`config.mk`:
```
export PLATFORM = sky130hd
export DESIGN_NAME = recon_neighbour_fetch_flat
export DESIGN_NICKNAME = d
export VERILOG_FILES = /design/src/rtl/recon_neighbour_fetch_pkg.sv /design/src/rtl/recon_neighbour_fetch_if.sv /design/src/rtl/recon_neighbour_fetch_addr_gen.sv /design/src/rtl/recon_neighbour_fetch.sv /design/src/flat_wrapper.sv
export SDC_FILE = /design/constraint.sdc
export NUM_CORES = 1
export LEC_CHECK = 0
export BUFFER_PORTS_ARGS = -buffer_cell sky130_fd_sc_hd__buf_2
export CAP_MARGIN = 10
export CORE_ASPECT_RATIO = 1.5
export CORE_MARGIN = 2
export CORE_UTILIZATION = 55
export DETAILED_ROUTE_END_ITERATION = 12
export HOLD_SLACK_MARGIN = 0.1
export PLACE_DENSITY = 0.87
export SYNTH_ARGS = -nofsm -noshare
export SYNTH_HDL_FRONTEND = slang
export SYNTH_SLANG_ARGS = --single-unit
```
`constraint.sdc`:
```
create_clock -name clk -period 9.9 [get_ports clk]
set_input_delay 0 -clock clk [delete_from_list [all_inputs] [get_ports clk]]
set_output_delay 0 -clock clk [all_outputs]
set_load 0.02 [all_outputs]
```
`src/rtl/recon_neighbour_fetch_pkg.sv`:
```
// Shared types for the intra-prediction neighbour fetch path: pixel type,
// unavailable-pixel fill value, macroblock coordinate and FSM/slot encodings.
package idaten_intra_pkg;

    typedef logic [7:0] pix_t;

    localparam pix_t UNAVAIL_PIX = 8'd128;

    // Read-index width; covers corner + top + top-right + left for 8x8 MBs.
    localparam int IDX_W = 8;

    typedef struct packed {
        logic [15:0] row;
        logic [15:0] col;
    } mb_coord_t;

    typedef enum logic [1:0] {IDLE, FETCH, DRAIN, OUTPUT} fetch_state_t;

    typedef enum logic [1:0] {SLOT_CORNER, SLOT_TOP, SLOT_TOP_RIGHT, SLOT_LEFT} slot_kind_t;

endpackage

```
`src/rtl/recon_neighbour_fetch_if.sv`:
```
// Frame-memory read port plus the neighbour-set handshake towards the intra predictor.
// Top-right signals exist only when RECON_TOP_RIGHT_EN is defined.
interface recon_neighbour_fetch_if #(
    parameter int ADDR_W    = 20,
    parameter int MB_SIZE_L = 8,
    parameter int MB_SIZE_W = 8
);
    import idaten_intra_pkg::*;

    logic              mem_rd_en;
    logic [ADDR_W-1:0] mem_addr;
    pix_t              mem_rd_data;

    logic              out_valid;
    logic              out_ready;
    pix_t              corner_pix;
    pix_t              top_pix  [MB_SIZE_W];
    pix_t              left_pix [MB_SIZE_L];
    logic              top_avail;
    logic              left_avail;
`ifdef RECON_TOP_RIGHT_EN
    pix_t              top_right_pix [MB_SIZE_W];
    logic              top_right_avail;
`endif

    modport master (
        output mem_rd_en, mem_addr,
        input  mem_rd_data,
        output out_valid,
        input  out_ready,
`ifdef RECON_TOP_RIGHT_EN
        output top_right_pix, top_right_avail,
`endif
        output corner_pix, top_pix, left_pix, top_avail, left_avail
    );

    modport slave (
        input  mem_rd_en, mem_addr,
        output mem_rd_data,
        input  out_valid,
        output out_ready,
`ifdef RECON_TOP_RIGHT_EN
        input  top_right_pix, top_right_avail,
`endif
        input  corner_pix, top_pix, left_pix, top_avail, left_avail
    );

endinterface

```
`src/rtl/recon_neighbour_fetch_addr_gen.sv`:
```
// Maps a read index to its frame address and capture slot, skipping unavailable groups.
// Order: corner, top row, top-right (RECON_TOP_RIGHT_EN), left column.
module recon_addr_gen
    import idaten_intra_pkg::*;
#(
    parameter int WIDTH     = 1280,
    parameter int MB_SIZE_W = 8,
    parameter int ADDR_W    = 20,
    parameter int SLOT_W    = 3
) (
    input  mb_coord_t         coord,
    input  logic              top_avail,
    input  logic              left_avail,
`ifdef RECON_TOP_RIGHT_EN
    input  logic              top_right_avail,
`endif
    input  logic [IDX_W-1:0]  idx,
    output logic [ADDR_W-1:0] addr,
    output slot_kind_t        slot_kind,
    output logic [SLOT_W-1:0] slot_idx
);
    logic [31:0] row, col, k;
    logic        done;

    // NOTE: combinational logic uses blocking '=' so k can be peeled group by group in order.
    // NOTE: every output gets a default before any branch, otherwise a latch is inferred.
    always_comb begin
        row       = 32'(coord.row);
        col       = 32'(coord.col);
        k         = 32'(idx);
        done      = 1'b0;
        addr      = '0;
        slot_kind = SLOT_LEFT;
        slot_idx  = '0;
        if (top_avail && left_avail) begin
            if (k == 32'd0) begin
                addr      = ADDR_W'((row - 32'd1) * 32'(WIDTH) + col - 32'd1);
                slot_kind = SLOT_CORNER;
                done      = 1'b1;
            end else begin
                k = k - 32'd1;
            end
        end
        if (!done && top_avail) begin
            if (k < 32'(MB_SIZE_W)) begin
                addr      = ADDR_W'((row - 32'd1) * 32'(WIDTH) + col + k);
                slot_kind = SLOT_TOP;
                slot_idx  = SLOT_W'(k);
                done      = 1'b1;
            end else begin
                k = k - 32'(MB_SIZE_W);
            end
        end
`ifdef RECON_TOP_RIGHT_EN
        if (!done && top_right_avail) begin
            if (k < 32'(MB_SIZE_W)) begin
                addr      = ADDR_W'((row - 32'd1) * 32'(WIDTH) + col + 32'(MB_SIZE_W) + k);
                slot_kind = SLOT_TOP_RIGHT;
                slot_idx  = SLOT_W'(k);
                done      = 1'b1;
            end else begin
                k = k - 32'(MB_SIZE_W);
            end
        end
`endif
        if (!done) begin
            addr      = ADDR_W'((row + k) * 32'(WIDTH) + col - 32'd1);
            slot_kind = SLOT_LEFT;
            slot_idx  = SLOT_W'(k);
        end
    end

endmodule

```
`src/rtl/recon_neighbour_fetch.sv`:
```
// Fetches corner/top/left neighbours (plus top-right when RECON_TOP_RIGHT_EN is defined)
// of one macroblock from the reconstructed frame and hands the set to the intra predictor.
module recon_neighbour_fetch
    import idaten_intra_pkg::*;
#(
    parameter int WIDTH     = 1280,
    parameter int LENGTH    = 720,
    parameter int MB_SIZE_L = 8,
    parameter int MB_SIZE_W = 8,
    parameter int ADDR_W    = $clog2(WIDTH * LENGTH)
) (
    input  logic                   clk,
    input  logic                   reset,
    input  logic                   start,
    input  logic [31:0]            mbnumber,
    output logic                   busy,
    recon_neighbour_fetch_if.master bus
);
    localparam int SLOT_W = $clog2((MB_SIZE_W > MB_SIZE_L) ? MB_SIZE_W : MB_SIZE_L);

    fetch_state_t      state, state_nxt;
    mb_coord_t         req, coord;
    logic              top_av, left_av, req_top, req_left;
    logic [IDX_W-1:0]  idx, n_reads;
    logic              rd_en, cap_valid;
    slot_kind_t        gen_kind, cap_kind;
    logic [SLOT_W-1:0] gen_idx, cap_idx;
    logic [ADDR_W-1:0] gen_addr;
    pix_t              corner_q;
    pix_t              top_q  [MB_SIZE_W];
    pix_t              left_q [MB_SIZE_L];
`ifdef RECON_TOP_RIGHT_EN
    logic              tr_av, req_tr;
    pix_t              tr_q   [MB_SIZE_W];
`endif

    assign req      = mb_coord_t'(mbnumber);
    assign req_top  = (req.row != 16'd0);
    assign req_left = (req.col != 16'd0);
`ifdef RECON_TOP_RIGHT_EN
    assign req_tr   = req_top && ((32'(req.col) + 32'(2 * MB_SIZE_W)) <= 32'(WIDTH));
`endif

    recon_addr_gen #(
        .WIDTH     (WIDTH),
        .MB_SIZE_W (MB_SIZE_W),
        .ADDR_W    (ADDR_W),
        .SLOT_W    (SLOT_W)
    ) u_addr_gen (
        .coord           (coord),
        .top_avail       (top_av),
        .left_avail      (left_av),
`ifdef RECON_TOP_RIGHT_EN
        .top_right_avail (tr_av),
`endif
        .idx             (idx),
        .addr            (gen_addr),
        .slot_kind       (gen_kind),
        .slot_idx        (gen_idx)
    );

    always_comb begin
        n_reads = '0;
        if (top_av && left_av) n_reads = n_reads + IDX_W'(1);
        if (top_av)            n_reads = n_reads + IDX_W'(MB_SIZE_W);
`ifdef RECON_TOP_RIGHT_EN
        if (tr_av)             n_reads = n_reads + IDX_W'(MB_SIZE_W);
`endif
        if (left_av)           n_reads = n_reads + IDX_W'(MB_SIZE_L);
    end

    // NOTE: sequential state uses non-blocking '<=' so every register samples pre-edge values.
    always_ff @(posedge clk or negedge reset) begin
        if (!reset) state <= IDLE;
        else        state <= state_nxt;
    end

    // DRAIN waits out the capture of the final read before presenting the set.
    always_comb begin
        state_nxt = state;
        rd_en     = 1'b0;
        case (state)
            IDLE:   if (start) state_nxt = FETCH;
            FETCH: begin
                if (n_reads == '0) begin
                    state_nxt = DRAIN;
                end else begin
                    rd_en = 1'b1;
                    if (idx == n_reads - IDX_W'(1)) state_nxt = DRAIN;
                end
            end
            DRAIN:   if (!cap_valid) state_nxt = OUTPUT;
            OUTPUT:  if (bus.out_ready) state_nxt = IDLE;
            default: state_nxt = IDLE;
        endcase
    end

    // NOTE: the pixel arrays are reset because they drive outputs that must read zero in reset.
    always_ff @(posedge clk or negedge reset) begin
        if (!reset) begin
            coord     <= '0;
            top_av    <= 1'b0;
            left_av   <= 1'b0;
            idx       <= '0;
            cap_valid <= 1'b0;
            cap_kind  <= SLOT_CORNER;
            cap_idx   <= '0;
            corner_q  <= '0;
            for (int j = 0; j < MB_SIZE_W; j++) top_q[j]  <= '0;
            for (int i = 0; i < MB_SIZE_L; i++) left_q[i] <= '0;
`ifdef RECON_TOP_RIGHT_EN
            tr_av     <= 1'b0;
            for (int j = 0; j < MB_SIZE_W; j++) tr_q[j]   <= '0;
`endif
        end else begin
            cap_valid <= rd_en;
            cap_kind  <= gen_kind;
            cap_idx   <= gen_idx;
            if (rd_en) idx <= idx + IDX_W'(1);
            if (state == IDLE && start) begin
                coord    <= req;
                top_av   <= req_top;
                left_av  <= req_left;
                idx      <= '0;
                corner_q <= UNAVAIL_PIX;
                for (int j = 0; j < MB_SIZE_W; j++) top_q[j]  <= UNAVAIL_PIX;
                for (int i = 0; i < MB_SIZE_L; i++) left_q[i] <= UNAVAIL_PIX;
`ifdef RECON_TOP_RIGHT_EN
                tr_av    <= req_tr;
                for (int j = 0; j < MB_SIZE_W; j++) tr_q[j]   <= UNAVAIL_PIX;
`endif
            end else if (cap_valid) begin
                case (cap_kind)
                    SLOT_CORNER: corner_q <= bus.mem_rd_data;
                    SLOT_TOP: begin
                        top_q[cap_idx] <= bus.mem_rd_data;
`ifdef RECON_TOP_RIGHT_EN
                        // Top-right beyond the frame edge replicates the last top pixel.
                        if (!tr_av && cap_idx == SLOT_W'(MB_SIZE_W - 1))
                            for (int j = 0; j < MB_SIZE_W; j++) tr_q[j] <= bus.mem_rd_data;
`endif
                    end
`ifdef RECON_TOP_RIGHT_EN
                    SLOT_TOP_RIGHT: tr_q[cap_idx] <= bus.mem_rd_data;
`endif
                    SLOT_LEFT: left_q[cap_idx] <= bus.mem_rd_data;
                    default: ;
                endcase
            end
        end
    end

    assign busy           = (state != IDLE);
    assign bus.mem_rd_en  = rd_en;
    assign bus.mem_addr   = rd_en ? gen_addr : '0;
    assign bus.out_valid  = (state == OUTPUT);
    assign bus.corner_pix = corner_q;
    assign bus.top_pix    = top_q;
    assign bus.left_pix   = left_q;
    assign bus.top_avail  = top_av;
    assign bus.left_avail = left_av;
`ifdef RECON_TOP_RIGHT_EN
    assign bus.top_right_pix   = tr_q;
    assign bus.top_right_avail = tr_av;
`endif

endmodule

```
`src/flat_wrapper.sv`:
```
// flat-port wrapper written by rule: the top's interface ports become plain ports
module recon_neighbour_fetch_flat import idaten_intra_pkg::*;
#(
    parameter int WIDTH     = 1280,
    parameter int LENGTH    = 720,
    parameter int MB_SIZE_L = 8,
    parameter int MB_SIZE_W = 8,
    parameter int ADDR_W    = $clog2(WIDTH * LENGTH)
)
  (clk, reset, start, mbnumber, busy, bus_mem_rd_en, bus_mem_addr, bus_mem_rd_data, bus_out_valid, bus_out_ready, bus_corner_pix, bus_top_pix, bus_left_pix, bus_top_avail, bus_left_avail);
  recon_neighbour_fetch_if #(.ADDR_W(ADDR_W), .MB_SIZE_L(MB_SIZE_L), .MB_SIZE_W(MB_SIZE_W)) bus_i ();
  input  logic clk;
  input  logic reset;
  input  logic start;
  input  logic [31:0] mbnumber;
  output logic busy;
  output wire logic [$bits(bus_i.mem_rd_en)-1:0] bus_mem_rd_en;
  output wire logic [$bits(bus_i.mem_addr)-1:0] bus_mem_addr;
  input wire logic [$bits(bus_i.mem_rd_data)-1:0] bus_mem_rd_data;
  output wire logic [$bits(bus_i.out_valid)-1:0] bus_out_valid;
  input wire logic [$bits(bus_i.out_ready)-1:0] bus_out_ready;
  output wire logic [$bits(bus_i.corner_pix)-1:0] bus_corner_pix;
  output wire logic [$bits(bus_i.top_pix)-1:0] bus_top_pix;
  output wire logic [$bits(bus_i.left_pix)-1:0] bus_left_pix;
  output wire logic [$bits(bus_i.top_avail)-1:0] bus_top_avail;
  output wire logic [$bits(bus_i.left_avail)-1:0] bus_left_avail;
  assign bus_mem_rd_en = bus_i.mem_rd_en;
  assign bus_mem_addr = bus_i.mem_addr;
  assign bus_i.mem_rd_data = bus_mem_rd_data;
  assign bus_out_valid = bus_i.out_valid;
  assign bus_i.out_ready = bus_out_ready;
  assign bus_corner_pix = bus_i.corner_pix;
  assign bus_top_pix = {>>{bus_i.top_pix}};
  assign bus_left_pix = {>>{bus_i.left_pix}};
  assign bus_top_avail = bus_i.top_avail;
  assign bus_left_avail = bus_i.left_avail;
  recon_neighbour_fetch #(.WIDTH(WIDTH), .LENGTH(LENGTH), .MB_SIZE_L(MB_SIZE_L), .MB_SIZE_W(MB_SIZE_W), .ADDR_W(ADDR_W)) u_core (.clk(clk), .reset(reset), .start(start), .mbnumber(mbnumber), .busy(busy), .bus(bus_i));
endmodule
```
Yosys cells after proc, flatten, opt, wreduce, memory -nomap -nowiden
Index checks and enable logic that the tools add are counted.

$add $sub $neg: 13. Multipliers: 2. Magnitude comparators: 3. Equal/unequal tests: 10. Mux-type cells: 48. Bitwise gates (word level): 1. Reductions and logical operators: 21.

Operator list (number): 2-to-1 mux 64 bit (6); bitwise mux 64 bit (2); 2-to-1 mux 32 bit (4); 2-to-1 mux 20 bit (6); multiplier 32 x 3 -> 12 bit (second input constant) (2); 2-to-1 mux 8 bit (8); adder 20 x 16 -> 20 bit (2); subtractor 20 x 1 -> 20 bit (second input constant) (2); adder 16 x 32 -> 32 bit (1); less-than comparator 32 x 4 -> 1 bit (second input constant) (1); nonzero test 16 bit (2); subtractor 32 x 4 -> 32 bit (second input constant) (1); demux 8 bit (select 3 bit) (1); adder 20 bit (1); 2-to-1 mux 2 bit (10); subtractor 16 x 1 -> 17 bit (second input constant) (1); zero test 8 bit (2); nonzero test 2 bit (6); 2-to-1 mux 3 bit (3); subtractor 8 x 1 -> 9 bit (second input constant) (1); adder 8 x 1 -> 8 bit (second input constant) (1); adder 8 x 4 -> 8 bit (second input constant) (1); == test 8 bit (1); case mux 2 bit (4 select lines) (1); 16 further kinds (32).

Register bits: 186. Bits of input ports: 44. Output and inout bits: 161. Logic and storage cells: 124.

Logic depth before layout (Yosys ltp)
Gate-level depths: netlist of the first run.

Depth after elaboration: 12. Depth in mapped cells: 34. Gate-level depth less buffers: 33.

By module
From an unflattened synthesis of the first run, not the netlist that was laid out.

Cells, all modules: 1428. Area total of the unflattened synthesis: 12967.4 um2.

Modules (own cells, without submodules): recon_neighbour_fetch (times used 1, cells an instance 721, area an instance 7932.6 um2, sequential area each 4654.5 um2); recon_addr_gen (times used 1, cells an instance 707, area an instance 5034.8 um2, sequential area each 0.0 um2).

Least setup slack after synthesis of the first run
No wires, ideal clock.

Path type: register to output. From: reg u_core.idx[0]. To: out bus_mem_addr[17]. Arrival: 5.953 ns. Required time: 9.900 ns. Path slack: 3.947 ns. Stages on the path, launching flop included: 32. Buffers on the path: 1. Path through: dfrtp_1 buf_2 inv_1 ha_1 nand3b_1 mux2i_1 o21ai_0 o21ai_0 and2_1 nor2_1 nor2_1 a211oi_1 ha_1 nand3_1 o221ai_2 nor2_1 xnor2_1 ha_1 ha_1 nor2b_1 o21ai_0 nand2b_1 xnor2_1 ha_1 inv_1 ha_1 and3_1 a211o_1 a21oi_1 xnor2_1 a211oi_1 a211oi_1.

Longest elaborated chain between the ends: 12. Elaborated cells between the ends (all ways): 25.

Ends and longest elaborated chain: start: declaration (RTL line recon_neighbour_fetch.sv:24) `logic [IDX_W-1:0] idx, n_reads;`; start signal: assignment (RTL line recon_neighbour_fetch.sv:119) `if (rd_en) idx <= idx + IDX_W'(1);`; subtractor 8 x 1 -> 9 bit or zero test 8 bit (tied branches) (RTL line recon_neighbour_fetch_addr_gen.sv:41, recon_neighbour_fetch_addr_gen.sv:36); 2-to-1 mux 32 bit or 2-to-1 mux 1 bit (tied branches) (RTL line recon_neighbour_fetch_addr_gen.sv:36) `if (k == 32'd0) begin`; 2-to-1 mux 32 bit or 2-to-1 mux 1 bit (tied branches) (RTL line recon_neighbour_fetch_addr_gen.sv:35) `if (top_avail && left_avail) begin`; subtractor 32 x 4 -> 32 bit (tied with other cells) (RTL line recon_neighbour_fetch_addr_gen.sv:51) `k = k - 32'(MB_SIZE_W);`; 2-to-1 mux 32 bit or logical AND 1 bit (tied branches) (RTL line recon_neighbour_fetch_addr_gen.sv:45, recon_neighbour_fetch_addr_gen.sv:44); 2-to-1 mux 32 bit (RTL line recon_neighbour_fetch_addr_gen.sv:44) `if (!done && top_avail) begin`; adder 16 x 32 -> 32 bit (RTL line recon_neighbour_fetch_addr_gen.sv:67) `addr = ADDR_W'((row + k) * 32'(WIDTH) + col - 32'd1);`; multiplier 32 x 3 -> 12 bit (RTL line recon_neighbour_fetch_addr_gen.sv:67); adder 20 x 16 -> 20 bit (RTL line recon_neighbour_fetch_addr_gen.sv:67); subtractor 20 x 1 -> 20 bit (RTL line recon_neighbour_fetch_addr_gen.sv:67); 2-to-1 mux 20 bit (*) (RTL line recon_neighbour_fetch_addr_gen.sv:66) `if (!done) begin`; 2-to-1 mux 20 bit (*) (RTL line recon_neighbour_fetch.sv:155) `assign bus.mem_addr = rd_en ? gen_addr : '0;`; end: declaration (RTL line flat_wrapper.sv:18) `output wire logic [$bits(bus_i.mem_addr)-1:0] bus_mem_addr;`.

Every way passes the cells marked *; elsewhere a longest branch is shown, timed or not.

Worst setup path after layout of the first run
From: reg u_core.top_av, in the netlist u_core.bus.top_avail. To: out bus_mem_addr[19].

Longest elaborated chain between the ends: 11. Elaborated cells between the ends (all ways): 29.

Ends and longest elaborated chain: start: declaration (RTL line recon_neighbour_fetch.sv:23) `logic top_av, left_av, req_top, req_left;`; start signal: assignment (RTL line recon_neighbour_fetch.sv:122) `top_av <= req_top;`; logical AND 1 bit (RTL line recon_neighbour_fetch_addr_gen.sv:35, recon_neighbour_fetch.sv:64); 2-to-1 mux 32 bit or 2-to-1 mux 1 bit (tied branches) (RTL line recon_neighbour_fetch_addr_gen.sv:35); subtractor 32 x 4 -> 32 bit (tied with other cells) (RTL line recon_neighbour_fetch_addr_gen.sv:51); 2-to-1 mux 32 bit or logical AND 1 bit (tied branches) (RTL line recon_neighbour_fetch_addr_gen.sv:45, recon_neighbour_fetch_addr_gen.sv:44); 2-to-1 mux 32 bit (RTL line recon_neighbour_fetch_addr_gen.sv:44); adder 16 x 32 -> 32 bit (RTL line recon_neighbour_fetch_addr_gen.sv:67); multiplier 32 x 3 -> 12 bit (RTL line recon_neighbour_fetch_addr_gen.sv:67); adder 20 x 16 -> 20 bit (RTL line recon_neighbour_fetch_addr_gen.sv:67); subtractor 20 x 1 -> 20 bit (RTL line recon_neighbour_fetch_addr_gen.sv:67); 2-to-1 mux 20 bit (RTL line recon_neighbour_fetch_addr_gen.sv:66); 2-to-1 mux 20 bit (*) (RTL line recon_neighbour_fetch.sv:155).

Marked as above.

==> results.json, run 1 <==
{
  "worst_path_max_delay_cell": "dfrtp_1",
  "dp_slack_ns": 3.17,
  "die_h_microns": 190,
  "std_cell_rows": 67,
  "clkTransAtPathRegs_ns": 0.08,
  "start_util": 0.562,
  "antenna_found_initial": 0,
  "syn_avg_cell_area_sq_um": 9.19,
  "use_met3": 0.0492,
  "crit_type": "flop to output port",
  "die_w_microns": 128,
  "ys.flop_type": "dfrtp_1",
  "worstPathRequired_ns": 9.90,
  "drtAntennaViolNets": 0,
  "ys_types": 80,
  "met2_usage": 0.527,
  "cpPeakStageDelay_ns": 0.55,
  "routed_wirelength_microns": 34800,
  "drc": 0,
  "diodes": 0,
  "outcome": "finished clean",
  "slew_violations": 0,
  "cts.sinks": 182,
  "worst_slack_ns": 2.64,
  "setup_violations": 0,
  "track_usage": 0.289,
  "root_buffer": "clkbuf_16",
  "synth_edf_count": 0,
  "yosys_warnings": 0,
  "netlist_area_sq_um": 12600,
  "worst-slew-pin-transition_ns": 1.11,
  "syn2layout_area_growth_pct": 17.7,
  "finalClockSkew_ns": 0.0110,
  "grt_pass1_wl_microns": 55500,
  "slew_headroom": 0.256,
  "crit_top_cell": "ha_1",
  "use_met1": 0.320,
  "via_per_inst": 5.84,
  "drt_iter0_markers": 834,
  "hpwl_microns": 25200,
  "endpoint_kind": "output port",
  "startpoint_type": "flop",
  "placedCellCount": 1811,
  "hold_class": "input pin to asynchronous set/reset pin",
  "cts_made_buffers": 17,
  "ioPinCount": 205,
  "min_period_ns": 7.26,
  "drive_gt1_frac": 0.170,
  "grt-busiest-layer": "met2",
  "async_reset_ff_frac": 1.00,
  "path_max_fanout": 30,
  "syn_inst": 1375,
  "finalHoldViolCount": 0,
  "floorplan.die_area_sq_um": 24200,
  "vias": 11000,
  "setup_tns_ns": 0,
  "place.port_buffers": 204,
  "wl_per_cell_microns": 18.4,
  "fmax_mhz": 138,
  "nets": 1761,
  "coreArea_sq_um": 22500,
  "cts_resized": 0,
  "max_cap_viol_count": 0,
  "ctsHtreeMaxLevel": 4,
  "final.period_utilization": 0.734,
  "ys_ff_latch": 182,
  "seq_area_frac_synth": 0.361,
  "clock_tree.buffer_depth": 2,
  "fin_cells": 1884,
  "drt_pass1_iterations": 8,
  "grt_pass1_vias": 10900,
  "arrival_ns": 7.26,
  "rsz0062_at_grt": "false",
  "grt-ovfl-total": 0,
  "insertion_delay_ns": 0.45,
  "gp_congestion": 0.947,
  "cts_tree": "built",
  "grt_max_degree": 109
}
## logic make-up (layout without fill, tap and decap cells)
| group | Yosys count | in the layout | synth area share |
|---|---|---|---|
| other cells | 1 | 13 | 0.000297 |
| fa+ha+maj | 122 | 122 | 0.124 |
| mux | 141 | 141 | 0.112 |
| buf+inv | 150 | 371 | 0.0456 |
| flops | 182 | 182 | 0.361 |
| simple gates | 465 | 465 | 0.172 |
| xor+xnor | 99 | 99 | 0.0719 |
| compound gates | 215 | 215 | 0.114 |
## worst max-delay path, delay by kind of cell (launching register included)
family                   cells  cell delay, ns
AO/OA/AOI/OAI                9            1.32
XOR/XNOR                     4            0.68
adder cells (fa/ha/maj)      5            1.44
buffers and inverters        4            0.63
flip-flops                   1            0.55
multiplexers                 1            0.18
AND/OR/NAND/NOR              7            2.01
## worst paths after layout
path,start,endpoint,slack (ns),cells after the start
worst max-delay path,u_core.bus.top_avail$_DFFE_PN0P_,bus_mem_addr[19],2.64,30
worst min-delay path,reset,u_core.bus.left_pix[44]$_DFFE_PN0P_,0.24,2
worst max register to register,u_core.bus.top_avail$_DFFE_PN0P_,u_core.state[0]$_DFFE_PN0P_,6.61,7
worst min register to register,u_core.bus.left_pix[31]$_DFFE_PN0P_,u_core.bus.left_pix[31]$_DFFE_PN0P_,0.49,2
max in group asynchronous,reset,u_core.bus.corner_pix[5]$_DFFE_PN0P_,8.08,3
min in group clk,mbnumber[18],u_core.coord[18]$_DFFE_PN0P_,0.32,4
## final cells by class
type                    instances  area, sq um
fillers                      1751         7590
multi-input cells            1055         7550
flip-flops and latches        182         4550
repair buffers                250         1480
clock buffers                  17          425
well taps                     276          345
inverters                      89          334
clock inverters                15          183
## layer usage
metal  vias up  share of wire
met3       111          0.054
met1      5311           0.37
met4         0          0.050
li1       5169              -
met5         -              0
met2       415           0.52
## repair_timing
item / CTS / global route
hold buffers: 41 / 0
buffers inserted: 0 / 0
hold endpoints to repair: 266 / 0
## Yosys cell counts, drive strengths merged (11+ instances only)
cell type    n  area (sq um)
nor3        23           120
inv         88           330
ha         116          1450
a21o        16           120
nor2b       11          68.8
a21oi       52           264
clkbuf      46           173
nand2b      18           113
dfrtp      182          4550
o21a        11          82.6
o21ai       54           270
a211oi      24           180
and3        12          85.1
nand3       20           100
xnor2       68           596
xor2        28           245
nand2      116           435
mux2i      140          1400
buf         15          68.8
nor4        14           100
nor2       204           768
## stage by stage
step,util,hold slack (ns),instance area [sq um]
finish,0.662,0.245,14900
detailed placement,0.617,0.205,13900
floorplan,-,-0.296,12700
global route,0.662,0.332,14900
CTS,0.662,0.285,14900
global placement,0.617,0.196,13900
## state kept, by name, summed over array words and instances, names as in the netlist
signal,cells
u_core.coord,28
u_core.bus.left_avail,1
u_core.bus.corner_pix,8
u_core.bus.top_pix,64
u_core.bus.top_avail,1
u_core.cap_kind,2
u_core.idx,8
u_core.cap_valid,1
u_core.state,2
u_core.bus.left_pix,64
u_core.cap_idx,3
## layout by cell type (no fill, tap or decap), drive strengths merged, types with 24 or more instances in the layout
cell / netlist / layout
buf: 15 / 209
nor2: 204 / 204
dfrtp: 182 / 182
mux2i: 140 / 140
nand2: 116 / 116
ha: 116 / 116
inv: 88 / 96
xnor2: 68 / 68
o21ai: 54 / 54
a21oi: 52 / 52
dlygate4sd3: 0 / 41
xor2: 28 / 28
a211oi: 24 / 24
Power of run 1 is left out: the tool's default activity adds up to more than one toggle a clock period on the data nets, which glitch-free logic cannot reach.
==> inputs of run 2 (changes only) <==
- CORE_UTILIZATION: 55 -> 52
- PLACE_DENSITY: 0.87 -> 0.86
- clock period: 9.9 -> 5.9 ns (I/O delays scaled with it)
==> run 2 against run 1 <==
Against the previous run: the run now ends with negative setup slack left; clock skew rose by 0.0015 ns; critical endpoint unchanged; hold slack got worse by 0.096 ns; via count rose by 9.0%; highest routed layer unchanged; sequential share of layout area is 2.4 points lower; setup slack lost 3.2 ns; wire length up 19%; non-clock buffer count up 77; final cell count increased by 6.4%; critical path type unchanged.
==> results.json, run 2 (synthesized netlist as in run 1, its figures left out) <==
{
  "r2r_slack_ns": 2.39,
  "die_h_microns": 195,
  "coreArea_sq_um": 23800,
  "outcome": "finished with violations",
  "worst-slew-pin-transition_ns": 1.08,
  "hpwl_microns": 26600,
  "cp.depth": 30,
  "dp_slack_ns": -0.195,
  "syn2layout_area_growth_pct": 28.1,
  "hold_class": "input pin to flop",
  "drt_iter0_markers": 983,
  "start_util": 0.530,
  "placed_cell_area_sq_um": 14200,
  "arrival_ns": 6.49,
  "diodes": 0,
  "max_cap_viol_count": 0,
  "cpPeakStageDelay_ns": 0.53,
  "nets": 1838,
  "finalHoldViolCount": 0,
  "clock_tree.buffer_depth": 2,
  "drc": 0,
  "clkTransAtPathRegs_ns": 0.07,
  "fin_util": 0.679,
  "place.port_buffers": 204,
  "ctsHtreeMaxLevel": 4,
  "holdWs_ns": 0.149,
  "cts_made_buffers": 17,
  "vias": 12000,
  "die_w_microns": 131,
  "worst_path_max_delay_cell": "or4_4",
  "worstPathRequired_ns": 5.90,
  "cts.sinks": 182,
  "final.period_utilization": 1.10,
  "layout_commonest_cell": "buf_2",
  "drt_pass1_iterations": 6,
  "slew_violations": 0,
  "via_per_inst": 5.99,
  "grt-ovfl-total": 0,
  "routed_wirelength_microns": 41300,
  "finalClockSkew_ns": 0.0125,
  "slew_headroom": 0.275,
  "endpoint_kind": "output port",
  "grt_pass1_vias": 11900,
  "cp_num_buf_inv": 4,
  "root_buffer": "clkbuf_16",
  "grt_max_degree": 101,
  "reg2reg_depth": 9,
  "path_max_fanout": 4,
  "fmax_mhz": 154,
  "rsz0062_at_grt": "true",
  "drive_gt1_frac": 0.268,
  "startpoint_type": "flop",
  "std_cell_rows": 69,
  "cp_top_family": "simple AND/OR/NAND/NOR gates",
  "stdcell_area_sq_um": 16200,
  "gp_congestion": 0.931,
  "final_cell_mix": "buf_2 (200), nor2_1 (193), dfrtp_1 (177)",
  "crit_path_start": "u_core.idx[1]$_DFFE_PN0P_",
  "setup_violations": 6,
  "drtAntennaViolNets": 0,
  "wl_per_cell_microns": 20.6,
  "violations": "negative setup slack",
  "insertion_delay_ns": 0.44,
  "floorplan.die_area_sq_um": 25600,
  "num-fill-cells": 1770,
  "cts_tree": "built",
  "worst_slack_ns": -0.595,
  "track_usage": 0.299,
  "r2r-start": "u_core.bus.top_avail$_DFFE_PN0P_",
  "ioPinCount": 205,
  "hold_depth": 4,
  "min_period_ns": 6.49,
  "antenna_found_initial": 0,
  "hp-start": "mbnumber[28]",
  "grt_pass1_wl_microns": 61700,
  "crit_type": "flop to output port"
}
-- run 2: cell types whose count changed in the layout (fill, tap and decap cells not counted), moves of 7 or more --
cell,previous run,this run
ha_2,0,7
nor2_1,203,193
nor2_2,1,8
inv_1,87,80
xnor2_1,68,61
buf_6,1,11
buf_4,5,75
ha_4,0,16
ha_1,116,93
-- run 2: worst min-delay path, delay by kind of cell --
| kind | cells | cell delay, ns |
|---|---|---|
| AOI/OAI and AO/OA | 2 | 0.39 |
| buffers and inverters | 1 | 0.07 |
| and+or+nand+nor | 1 | 0.06 |
-- run 2: path summary, 6_finish.rpt --
path,end
worst max register to register,u_core.idx[6]$_DFFE_PN0P_
worst min register to register,u_core.bus.corner_pix[7]$_DFFE_PN0P_
min in group asynchronous,u_core.bus.left_pix[40]$_DFFE_PN0P_
max in group asynchronous,u_core.bus.left_pix[56]$_DFFE_PN0P_
worst min-delay path,u_core.bus.top_avail$_DFFE_PN0P_
worst max-delay path,bus_mem_addr[19]
-- run 2: layout make-up --
cell class | count | area [sq um] | area share
clock inverter | 11 | 136 | 0.00843
clock buffer | 21 | 460 | 0.0285
inverter | 89 | 337 | 0.0208
tap | 319 | 399 | 0.0247
sequential | 182 | 4560 | 0.282
timing repair buffer | 327 | 2100 | 0.130
multi-input combinational | 1055 | 8190 | 0.506
-- run 2: through the flow --
stage / std cells / setup TNS [ns]
floorplan: 1387 / 0
global placement: 1889 / -0.0119
detailed placement: 1889 / -0.483
CTS: 1988 / -0.402
global route: 2004 / -3.68
finish: 2004 / -2.01
-- run 2: what timing repair did --
action,4_1_cts,5_1_grt
hold endpoints to repair,213,0
hold buffers,41,0
buffers inserted,26,16
setup endpoints to repair,6,8
gates resized for setup,65,75
pin swaps,32,45
-- run 2: layer usage --
metal,wire (microns),vias up,GRT usage
li1,-,5300,-
met1,14700,5764,0.329
met2,20900,693,0.542
met3,2670,237,0.0446
met4,3020,0,0.180
met5,0,-,0
Power of run 2 is left out for the same reason.
